**config.mk**
```make
export PLATFORM = sky130hd
export DESIGN_NAME = avst_mult_stream
export DESIGN_NICKNAME = d
export VERILOG_FILES = /design/src/rtl/avst_mult_stream.sv
export SDC_FILE = /design/constraint.sdc
export NUM_CORES = 2
export LEC_CHECK = 0
export ABC_AREA = 0
export BUFFER_PORTS_ARGS = -buffer_cell sky130_fd_sc_hd__buf_2
export CAP_MARGIN = 0
export CORE_UTILIZATION = 45
export CTS_CLUSTER_SIZE = 8
export DETAILED_ROUTE_END_ITERATION = 12
export GPL_TIMING_DRIVEN = 0
export PLACE_DENSITY = 0.58
export SETUP_SLACK_MARGIN = 0.1
export SLEW_MARGIN = 40
export SYNTH_ARGS = -nofsm -noshare
export SYNTH_HDL_FRONTEND = slang
export SYNTH_SLANG_ARGS = --single-unit
```
**constraint.sdc**
```tcl
create_clock -name clk -period 13.7 [get_ports clk]
set_clock_uncertainty 0.1 [all_clocks]
set_input_delay 1.37 -clock clk [delete_from_list [all_inputs] [get_ports clk]]
set_output_delay 1.37 -clock clk [all_outputs]
set_load 0.01 [all_outputs]
```
**src/rtl/avst_mult_stream.sv**
```systemverilog
`default_nettype none
// ============================================================================
// Module : avst_mult_stream
// Byte-serial Avalon-ST multiplier: receives A/B operand packets and streams
// out the 2*SZ-bit product. Define AVST_MULT_ERR_EN to add err_out/err_cnt.
// Rev    : 1.0  initial release
// ============================================================================
module avst_mult_stream #(
  parameter int SZ = 32
) (
  input  logic       clk,
  input  logic       _rst,
  input  logic       valid_in,
  output logic       ready_out,
  input  logic       startofpacket_in,
  input  logic       endofpacket_in,
  input  logic [7:0] data_in,
  output logic       valid_out,
  input  logic       ready_in,
  output logic       startofpacket_out,
  output logic       endofpacket_out,
  output logic [7:0] data_out
`ifdef AVST_MULT_ERR_EN
  ,
  output logic       err_out,
  output logic [7:0] err_cnt
`endif
);

  localparam int c_BEATS  = SZ / 8;
  localparam int c_OBEATS = 2 * c_BEATS;
  localparam int c_IW     = $clog2(c_OBEATS);
  localparam logic [c_IW-1:0] c_RX_LAST = c_IW'(c_BEATS - 1);
  localparam logic [c_IW-1:0] c_TX_LAST = c_IW'(c_OBEATS - 1);

  typedef enum logic [1:0] {
    RX_IDLE    = 2'd0,
    RX_PAYLOAD = 2'd1,
    RX_DISCARD = 2'd2
  } rx_state_t;

  typedef enum logic [0:0] {
    TX_IDLE = 1'b0,
    TX_SEND = 1'b1
  } tx_state_t;

  rx_state_t        r_rx_state;
  logic [c_IW-1:0]  r_rx_idx;
  logic [SZ-1:0]    r_shadow;
  logic             r_tgt_b;
  logic [SZ-1:0]    r_a;
  logic [SZ-1:0]    r_b;
  logic             r_pend_a;
  logic             r_pend_b;
  logic [2*SZ-1:0]  r_result;
  tx_state_t        r_tx_state;
  logic [c_IW-1:0]  r_tx_idx;

  logic             w_accept;
  logic             w_hdr_ok;
  logic             w_rx_last;
  logic [SZ-1:0]    w_shadow_nxt;
  logic             w_commit_a;
  logic             w_commit_b;
  logic             w_launch;
  logic [2*SZ-1:0]  w_a_ext;
  logic [2*SZ-1:0]  w_b_ext;
  logic [2*SZ-1:0]  w_product;
  logic [c_IW-1:0]  w_tx_idx_nxt;
  logic [2*SZ-1:0]  w_tx_shift;

  assign ready_out    = !(r_pend_a && r_pend_b);
  assign w_accept     = valid_in && ready_out;
  assign w_hdr_ok     = (data_in == 8'h01) || (data_in == 8'h02);
  assign w_rx_last    = (r_rx_idx == c_RX_LAST);
  assign w_shadow_nxt = SZ'({r_shadow, data_in});

  // Commit only on an in-sequence eop landing exactly on the last payload byte.
  assign w_commit_a = w_accept && (r_rx_state == RX_PAYLOAD) && !startofpacket_in &&
                      endofpacket_in && w_rx_last && !r_tgt_b;
  assign w_commit_b = w_accept && (r_rx_state == RX_PAYLOAD) && !startofpacket_in &&
                      endofpacket_in && w_rx_last && r_tgt_b;

  assign w_launch     = r_pend_a && r_pend_b && (r_tx_state == TX_IDLE);
  assign w_a_ext      = {{SZ{1'b0}}, r_a};
  assign w_b_ext      = {{SZ{1'b0}}, r_b};
  assign w_product    = w_a_ext * w_b_ext;
  assign w_tx_idx_nxt = r_tx_idx + 1'b1;
  assign w_tx_shift   = r_result << {w_tx_idx_nxt, 3'b000};

  always_ff @(posedge clk or negedge _rst) begin
    if (!_rst) begin
      r_rx_state <= RX_IDLE;
      r_rx_idx   <= '0;
      r_shadow   <= '0;
      r_tgt_b    <= 1'b0;
    end else if (w_accept) begin
      if ((r_rx_state != RX_DISCARD) && startofpacket_in) begin
        // Any sop outside DISCARD is treated as a fresh header.
        r_rx_idx <= '0;
        r_tgt_b  <= data_in[1];
        if (w_hdr_ok)
          r_rx_state <= RX_PAYLOAD;
        else
          r_rx_state <= endofpacket_in ? RX_IDLE : RX_DISCARD;
      end else begin
        case (r_rx_state)
          RX_PAYLOAD: begin
            r_shadow <= w_shadow_nxt;
            r_rx_idx <= r_rx_idx + 1'b1;
            if (endofpacket_in)
              r_rx_state <= RX_IDLE;
            else if (w_rx_last)
              r_rx_state <= RX_DISCARD;
          end
          RX_DISCARD: begin
            if (endofpacket_in)
              r_rx_state <= RX_IDLE;
          end
          default: ;
        endcase
      end
    end
  end

  always_ff @(posedge clk or negedge _rst) begin
    if (!_rst) begin
      r_a      <= '0;
      r_b      <= '0;
      r_pend_a <= 1'b0;
      r_pend_b <= 1'b0;
    end else begin
      if (w_commit_a)
        r_a <= w_shadow_nxt;
      if (w_commit_b)
        r_b <= w_shadow_nxt;
      r_pend_a <= (r_pend_a && !w_launch) || w_commit_a;
      r_pend_b <= (r_pend_b && !w_launch) || w_commit_b;
    end
  end

  always_ff @(posedge clk or negedge _rst) begin
    if (!_rst) begin
      r_tx_state        <= TX_IDLE;
      r_tx_idx          <= '0;
      r_result          <= '0;
      valid_out         <= 1'b0;
      startofpacket_out <= 1'b0;
      endofpacket_out   <= 1'b0;
      data_out          <= 8'h00;
    end else if (r_tx_state == TX_IDLE) begin
      if (w_launch) begin
        r_tx_state        <= TX_SEND;
        r_tx_idx          <= '0;
        r_result          <= w_product;
        valid_out         <= 1'b1;
        startofpacket_out <= 1'b1;
        endofpacket_out   <= 1'b0;
        data_out          <= w_product[2*SZ-1 -: 8];
      end
    end else if (ready_in) begin
      if (r_tx_idx == c_TX_LAST) begin
        r_tx_state        <= TX_IDLE;
        r_tx_idx          <= '0;
        valid_out         <= 1'b0;
        startofpacket_out <= 1'b0;
        endofpacket_out   <= 1'b0;
        data_out          <= 8'h00;
      end else begin
        r_tx_idx          <= w_tx_idx_nxt;
        startofpacket_out <= 1'b0;
        endofpacket_out   <= (w_tx_idx_nxt == c_TX_LAST);
        data_out          <= w_tx_shift[2*SZ-1 -: 8];
      end
    end
  end

`ifdef AVST_MULT_ERR_EN
  logic w_malformed;

  // One event per offending beat, even when a restart header is also invalid.
  assign w_malformed = w_accept && (
      ((r_rx_state == RX_IDLE) && (!startofpacket_in || !w_hdr_ok)) ||
      ((r_rx_state == RX_PAYLOAD) && (startofpacket_in || (endofpacket_in != w_rx_last))));

  always_ff @(posedge clk or negedge _rst) begin
    if (!_rst) begin
      err_out <= 1'b0;
      err_cnt <= 8'h00;
    end else begin
      err_out <= w_malformed;
      if (w_malformed && (err_cnt != 8'hFF))
        err_cnt <= err_cnt + 8'h01;
    end
  end
`endif

endmodule
`default_nettype wire

```
# Yosys cells after proc, flatten, opt, wreduce, memory -nomap -nowiden
# Index checks and enable logic that the tools add are counted.
dict set report totals {
  ff_bits 175
  in_bits 14
  output_inout_bits 12
  elab_cells 93
}
dict set report op_classes {
  add_sub_neg 2
  multipliers 1
  n_eq_ne 12
  shifts 1
  n_mux 31
  bitwise 2
  reduce_logical 29
}
# operator n
set ops {}
lappend ops {{$mul 32x32->64} 1}
lappend ops {{$shl 64x6->64} 1}
lappend ops {{$mux 8} 4}
lappend ops {{$mux 3} 6}
lappend ops {{$mux 1} 14}
lappend ops {{$logic_and 1x1->1} 12}
lappend ops {{$mux 2} 6}
lappend ops {{$eq 8x1->1 const B} 1}
lappend ops {{$eq 8x2->1 const B} 1}
lappend ops {{$reduce_and 2->1} 4}
lappend ops {{$add 3x1->3 const B} 2}
lappend ops {{$eq 3x3->1 const B} 2}
lappend ops {{$reduce_and 3->1} 2}
lappend ops {{$logic_not 1->1} 4}
lappend ops {{$ne 2x2->1 const B} 2}
lappend ops {{$ne 4x3->1 const B} 1}
lappend ops {{$pmux 2 s2} 1}
lappend ops {{$reduce_and 4->1} 1}
lappend ops {{$reduce_bool 2->1} 2}
lappend ops {{$eq 3x2->1 const B} 1}
lappend ops {{$logic_or 1x1->1} 3}
lappend ops {{$ne 3x3->1 const B} 1}
lappend ops {{$reduce_bool 3->1} 1}
lappend ops {{$eq 2x1->1 const B} 1}
lappend ops {{other kinds (3)} 4}

# Logic depth before layout (Yosys ltp)
dict set report depth {
  ltp_word 9
  ltp_mapped 28
  depth_no_buf 26
}

# Least setup slack after synthesis
# No wires, ideal clock.
dict set report synth_timing {
  kind {reg2reg}
  startpoint {reg r_a[30]}
  endpoint {reg data_out[0]}
  setup_ns 0.126
  arrival_time_ns 6.982
  required_time_ns 13.474
  path_slack_ns 6.492
  path_stages_with_launch 27
  n_path_buf 1
  cell_sequence {dfrtp_1 > clkbuf_1 > nand2_1 > fa_1 > inv_1 > fa_1 > fa_1 > inv_1 > fa_1 > inv_1 > fa_1 > fa_1 > fa_1 > inv_1 > fa_1 > inv_1 > ha_1 > a21oi_1 > o21ai_0 > a221oi_2 > and3_1 > o311ai_2 > a41oi_2 > nor2_1 > o21ai_0 > o31ai_1 > o32a_1}
}
dict set report synth_via {
  elab_chain_cells 3
}
# item line_no
set synth_rtl {}
lappend synth_rtl {{start, declared} 51} ;# logic [SZ-1:0] r_a;
lappend synth_rtl {{start signal, assigned} 134} ;# r_a <= w_shadow_nxt;
lappend synth_rtl {{$mul 32x32->64} 87} ;# assign w_product = w_a_ext * w_b_ext;
lappend synth_rtl {{$mux 8} 152} ;# if (w_launch) begin
lappend synth_rtl {{$mux 8} 151} ;# end else if (r_tx_state == TX_IDLE) begin
lappend synth_rtl {{end signal, assigned} 159} ;# data_out <= w_product[2*SZ-1 -: 8];
lappend synth_rtl {{end signal, assigned} 173} ;# data_out <= w_tx_shift[2*SZ-1 -: 8];
lappend synth_rtl {{end, declared} 22} ;# output logic [7:0] data_out
# Every way passes these cells. The select of a mux whose other input is x is not followed.
# A chain may end at the register's enable or synchronous reset.

# Final worst setup path
dict set report layout_timing {
  startpoint {reg r_a[9]}
  endpoint {reg r_result[58]}
}
dict set report layout_via {
  elab_chain_cells 1
}
# item line_no
set layout_rtl {}
lappend layout_rtl {{$mul 32x32->64} 87}
lappend layout_rtl {{end signal, assigned} 155} ;# r_result <= w_product;
lappend layout_rtl {{end, declared} 55} ;# logic [2*SZ-1:0] r_result;
# Every way passes these cells.

==> results.cfg <==
[worst_setup_path]
rr_startpoint = r_a[9]$_DFFE_PN0P_
crit_path_end_kind = flip-flop
r2r_end = r_result[58]$_DFFE_PN0P_
ff2ff_setup_slack_ps = 4440
worstPathRequired_ps = 13890
slowest_delay_ps = 860
r2r_cells = 24
cp-start-kind = flip-flop
path_class = reg2reg
critPathMaxFanout = 10
path_cells = clkbuf_1, nand2_1, fa_1, inv_1, fa_1, fa_1, inv_1, fa_1, inv_1, fa_1, fa_1, fa_1, fa_1, ha_1, a21oi_1, o21ai_0, nor3_1, nand3_1, nand3_1, a2111oi_0, nor3_1, o31ai_2, xnor2_1, o21ai_0
crit_arrival_ps = 9450
worst_path_max_delay_cell = dfrtp_1
cpMostUsedCell = fa_1

[clocking]
cts_buffers = 17
post_cts_buffers = 0
clock_sinks = 175
clk_pin_slew_ps = 70
cts_max_level = 4
post_cts_resized = 0
cts.path.max_buffers = 2
clk_latency_ps = 440
root_buffer = clkbuf_16
cts_tree = yes
ctsHoldBuffers = 0

[drt]
routedWlPerCell_um = 26.9
drt-total-wl_um = 149000
route.vias.total = 30900
via_per_inst = 5.58
drt-pass1-iter-count = 5
ant_nets = 0
drt-initial-drc-count = 2750
drc = 0

[sta]
fin_tns_setup_ps = 0
setup_ws_ps = 4440
setup_viol = 0
maxSlewViolCount = 0
fin_crit_sh_pct = 67.6
hold_viol = 0
rsz0062_at_grt = no
period_minus_slack_ps = 9260
maxSlewHeadroom_pct = 33.1
worst_pin_slew_ps = 1000
fmax_ghz = 0.108

[power_and_ir_drop]
total_power_mw = 1.20
p_switching_mw = 0.348
clkPwrFrac_pct = 40.9
power_frac_comb_pct = 13.6
seq_power_share_pct = 45.4
powerDensity_mw_per_mm2 = 28.0
max-vdd-ir-drop_v = 0.0000735
p_leak_nw = 22.1
switching_share_pct = 29.0
p_int_mw = 0.851

[synthesis]
netlist_area_mm2 = 0.0405
yosys_warnings = 0
async_reset_ff_share_pct = 100
ys_seq_area_share_pct = 10.8
yosysTopAreaCellShare_pct = 44.3
synth.area.top_cells = fa_1 44%, dfrtp_1 11%, and2_1 9.1%
syn_area_per_cell_um2 = 9.41
yosysMostFrequentCell = fa_1
synth_area_leader_cell = fa_1
synth_edf_count = 0
netlist_instances = 4302
ys_seq_elements = 175
synth_flop_cell = dfrtp_1
synth_fp_nets = 5480
synth_common_cells = 896 x fa_1, 876 x inv_1, 652 x nand2_1, 589 x and2_1, 268 x ha_1
yosysUniqueCellTypes = 71

[placement]
place_ws_ps = 4690
hpwl_um = 125000
portBuffers = 25
place_congestion = 1.03
dp.cells = 5495

[floorplanning]
core_mm2 = 0.0888
initial_core_util_pct = 45.6
rows = 109
io_pins = 26
die_area_mm2 = 0.0911
dieWidth_um = 302
die_h_um = 302

[worst_hold_path]
hp-class = reg2reg
whs_path_depth = 2
min_to = r_result[19]$_DFFE_PN0P_
worstHoldStart = r_result[19]$_DFFE_PN0P_

[final_layout]
nets = 5529
synthToLayoutAreaGrowth_pct = 5.90
fillCellCount = 8713
finalNonFillerCells = 5541
drive_gt1_share_pct = 5.89

[grt]
track_usage_pct = 34.1
use_met2_pct = 51.8
grt_use_met3_pct = 7.20
antenna_found_initial = 19
grt.busiest_layer = met2
gr-total-overflow = 0
grt_pass1_vias = 32800
grtUsageMet1_pct = 45.6
grt_pass1_wl_um = 221000
grt_max_degree = 67

[run_status]
status = finished clean

[job]
drv_cap = 0
==> cells by family after synthesis <==
| family | after synthesis | share of synthesized area, % |
|---|---|---|
| mux | 93 | 3.01 |
| flops | 175 | 10.8 |
| simple gates | 1365 | 16.9 |
| buf+inv | 1120 | 10.4 |
| fa+ha+maj | 1164 | 52.6 |
| xor+xnor | 62 | 1.34 |
| compound gates | 323 | 4.94 |
==> metal layers <==
| layer | vias to the layer above | wire length [um] |
|---|---|---|
| met3 | 379 | 13600 |
| li1 | 12900 | - |
| met1 | 16200 | 59100 |
| met4 | 12 | 10400 |
| met2 | 1424 | 65700 |
| met5 | - | 115 |
==> worst max-delay path by stage <==
stage,start,endpoint,cells past startpoint
finish,r_a[9]$_DFFE_PN0P_,r_result[58]$_DFFE_PN0P_,24
global route,r_b[17]$_DFFE_PN0P_,data_out[0]$_DFFE_PN0P_,24
detailed placement,r_b[17]$_DFFE_PN0P_,data_out[0]$_DFFE_PN0P_,24
global placement,r_b[17]$_DFFE_PN0P_,data_out[0]$_DFFE_PN0P_,24
CTS,r_b[17]$_DFFE_PN0P_,data_out[0]$_DFFE_PN0P_,24
floorplan,r_a[30]$_DFFE_PN0P_,data_out[0]$_DFFE_PN0P_,26
==> critical path, delay by kind of cell (launching register included) <==
kind / cells / cell delay [ps]
flops: 1 / 860
fa+ha+maj: 9 / 4440
xor+xnor: 1 / 250
simple gates: 5 / 900
buf+inv: 4 / 890
compound gates: 5 / 1640
==> cells in the final DEF (no fill, tap or decap), types with 4 or more instances in the layout <==
master | netlist | layout
nor2_1 | 35 | 35
inv_1 | 876 | 876
nor4_1 | 5 | 5
clkbuf_2 | 0 | 83
xnor2_1 | 42 | 42
diode_2 | 0 | 13
dfrtp_1 | 175 | 175
buf_2 | 7 | 33
a221o_1 | 4 | 4
clkbuf_1 | 234 | 151
a21o_1 | 44 | 44
clkbuf_16 | 0 | 17
mux4_2 | 16 | 16
mux2i_1 | 8 | 8
nand4_1 | 13 | 13
and2_1 | 589 | 589
nor3_1 | 13 | 13
o211ai_1 | 4 | 4
mux2_2 | 69 | 69
a31oi_1 | 14 | 14
nand2b_1 | 5 | 5
inv_6 | 0 | 4
nand3_1 | 15 | 15
and4_1 | 4 | 4
o21ai_0 | 103 | 103
ha_1 | 268 | 268
o21a_1 | 4 | 4
o31ai_1 | 6 | 6
xor2_1 | 20 | 20
nand2_1 | 652 | 652
o21ai_1 | 9 | 9
fa_1 | 896 | 896
a21oi_1 | 87 | 87
and3_1 | 14 | 14
o21bai_1 | 14 | 14
==> sequential cells by signal, indices dropped and copies added, names as in the netlist, 2 cells and up <==
signal and flops:
data_out 8, r_a 32, r_b 32, r_result 64, r_rx_idx 3, r_rx_state 2
r_shadow 24, r_tx_idx 3
==> final cells by class <==
cell class	instances	area, um2	share of cell area (%)
Multi-Input combinational cell	3007	31900	74.4
Sequential cell	175	4380	10.2
Inverter	877	3290	7.68
Tap cell	1165	1460	3.40
Buffer	243	1030	2.40
Clock buffer	18	439	1.02
Timing Repair Buffer	30	216	0.505
Clock inverter	13	129	0.301
Antenna cell	13	32.5	0.0759
==> stage by stage <==
| step | util (%) | instance area, um2 | hold WS [ps] |
|---|---|---|---|
| after CTS | 48.2 | 42800 | 384 |
| after detailed placement | 47.6 | 42200 | 370 |
| after global routing | 48.2 | 42800 | 409 |
| final | 48.3 | 42900 | 383 |
| after global placement | 47.4 | 42000 | 355 |
| after floorplan | - | 40500 | 333 |
==> power by group through the flow <==
stage	clock, mW	sequential [mW]	combinational, mW
detailed placement	0	0.555	0.162
floorplan	0	0.553	0.103
finish	0.491	0.545	0.163
global route	0.514	0.547	0.178
global placement	0	0.554	0.158
CTS	0.490	0.545	0.162
Note: power is estimated with default switching activity, not from simulation.
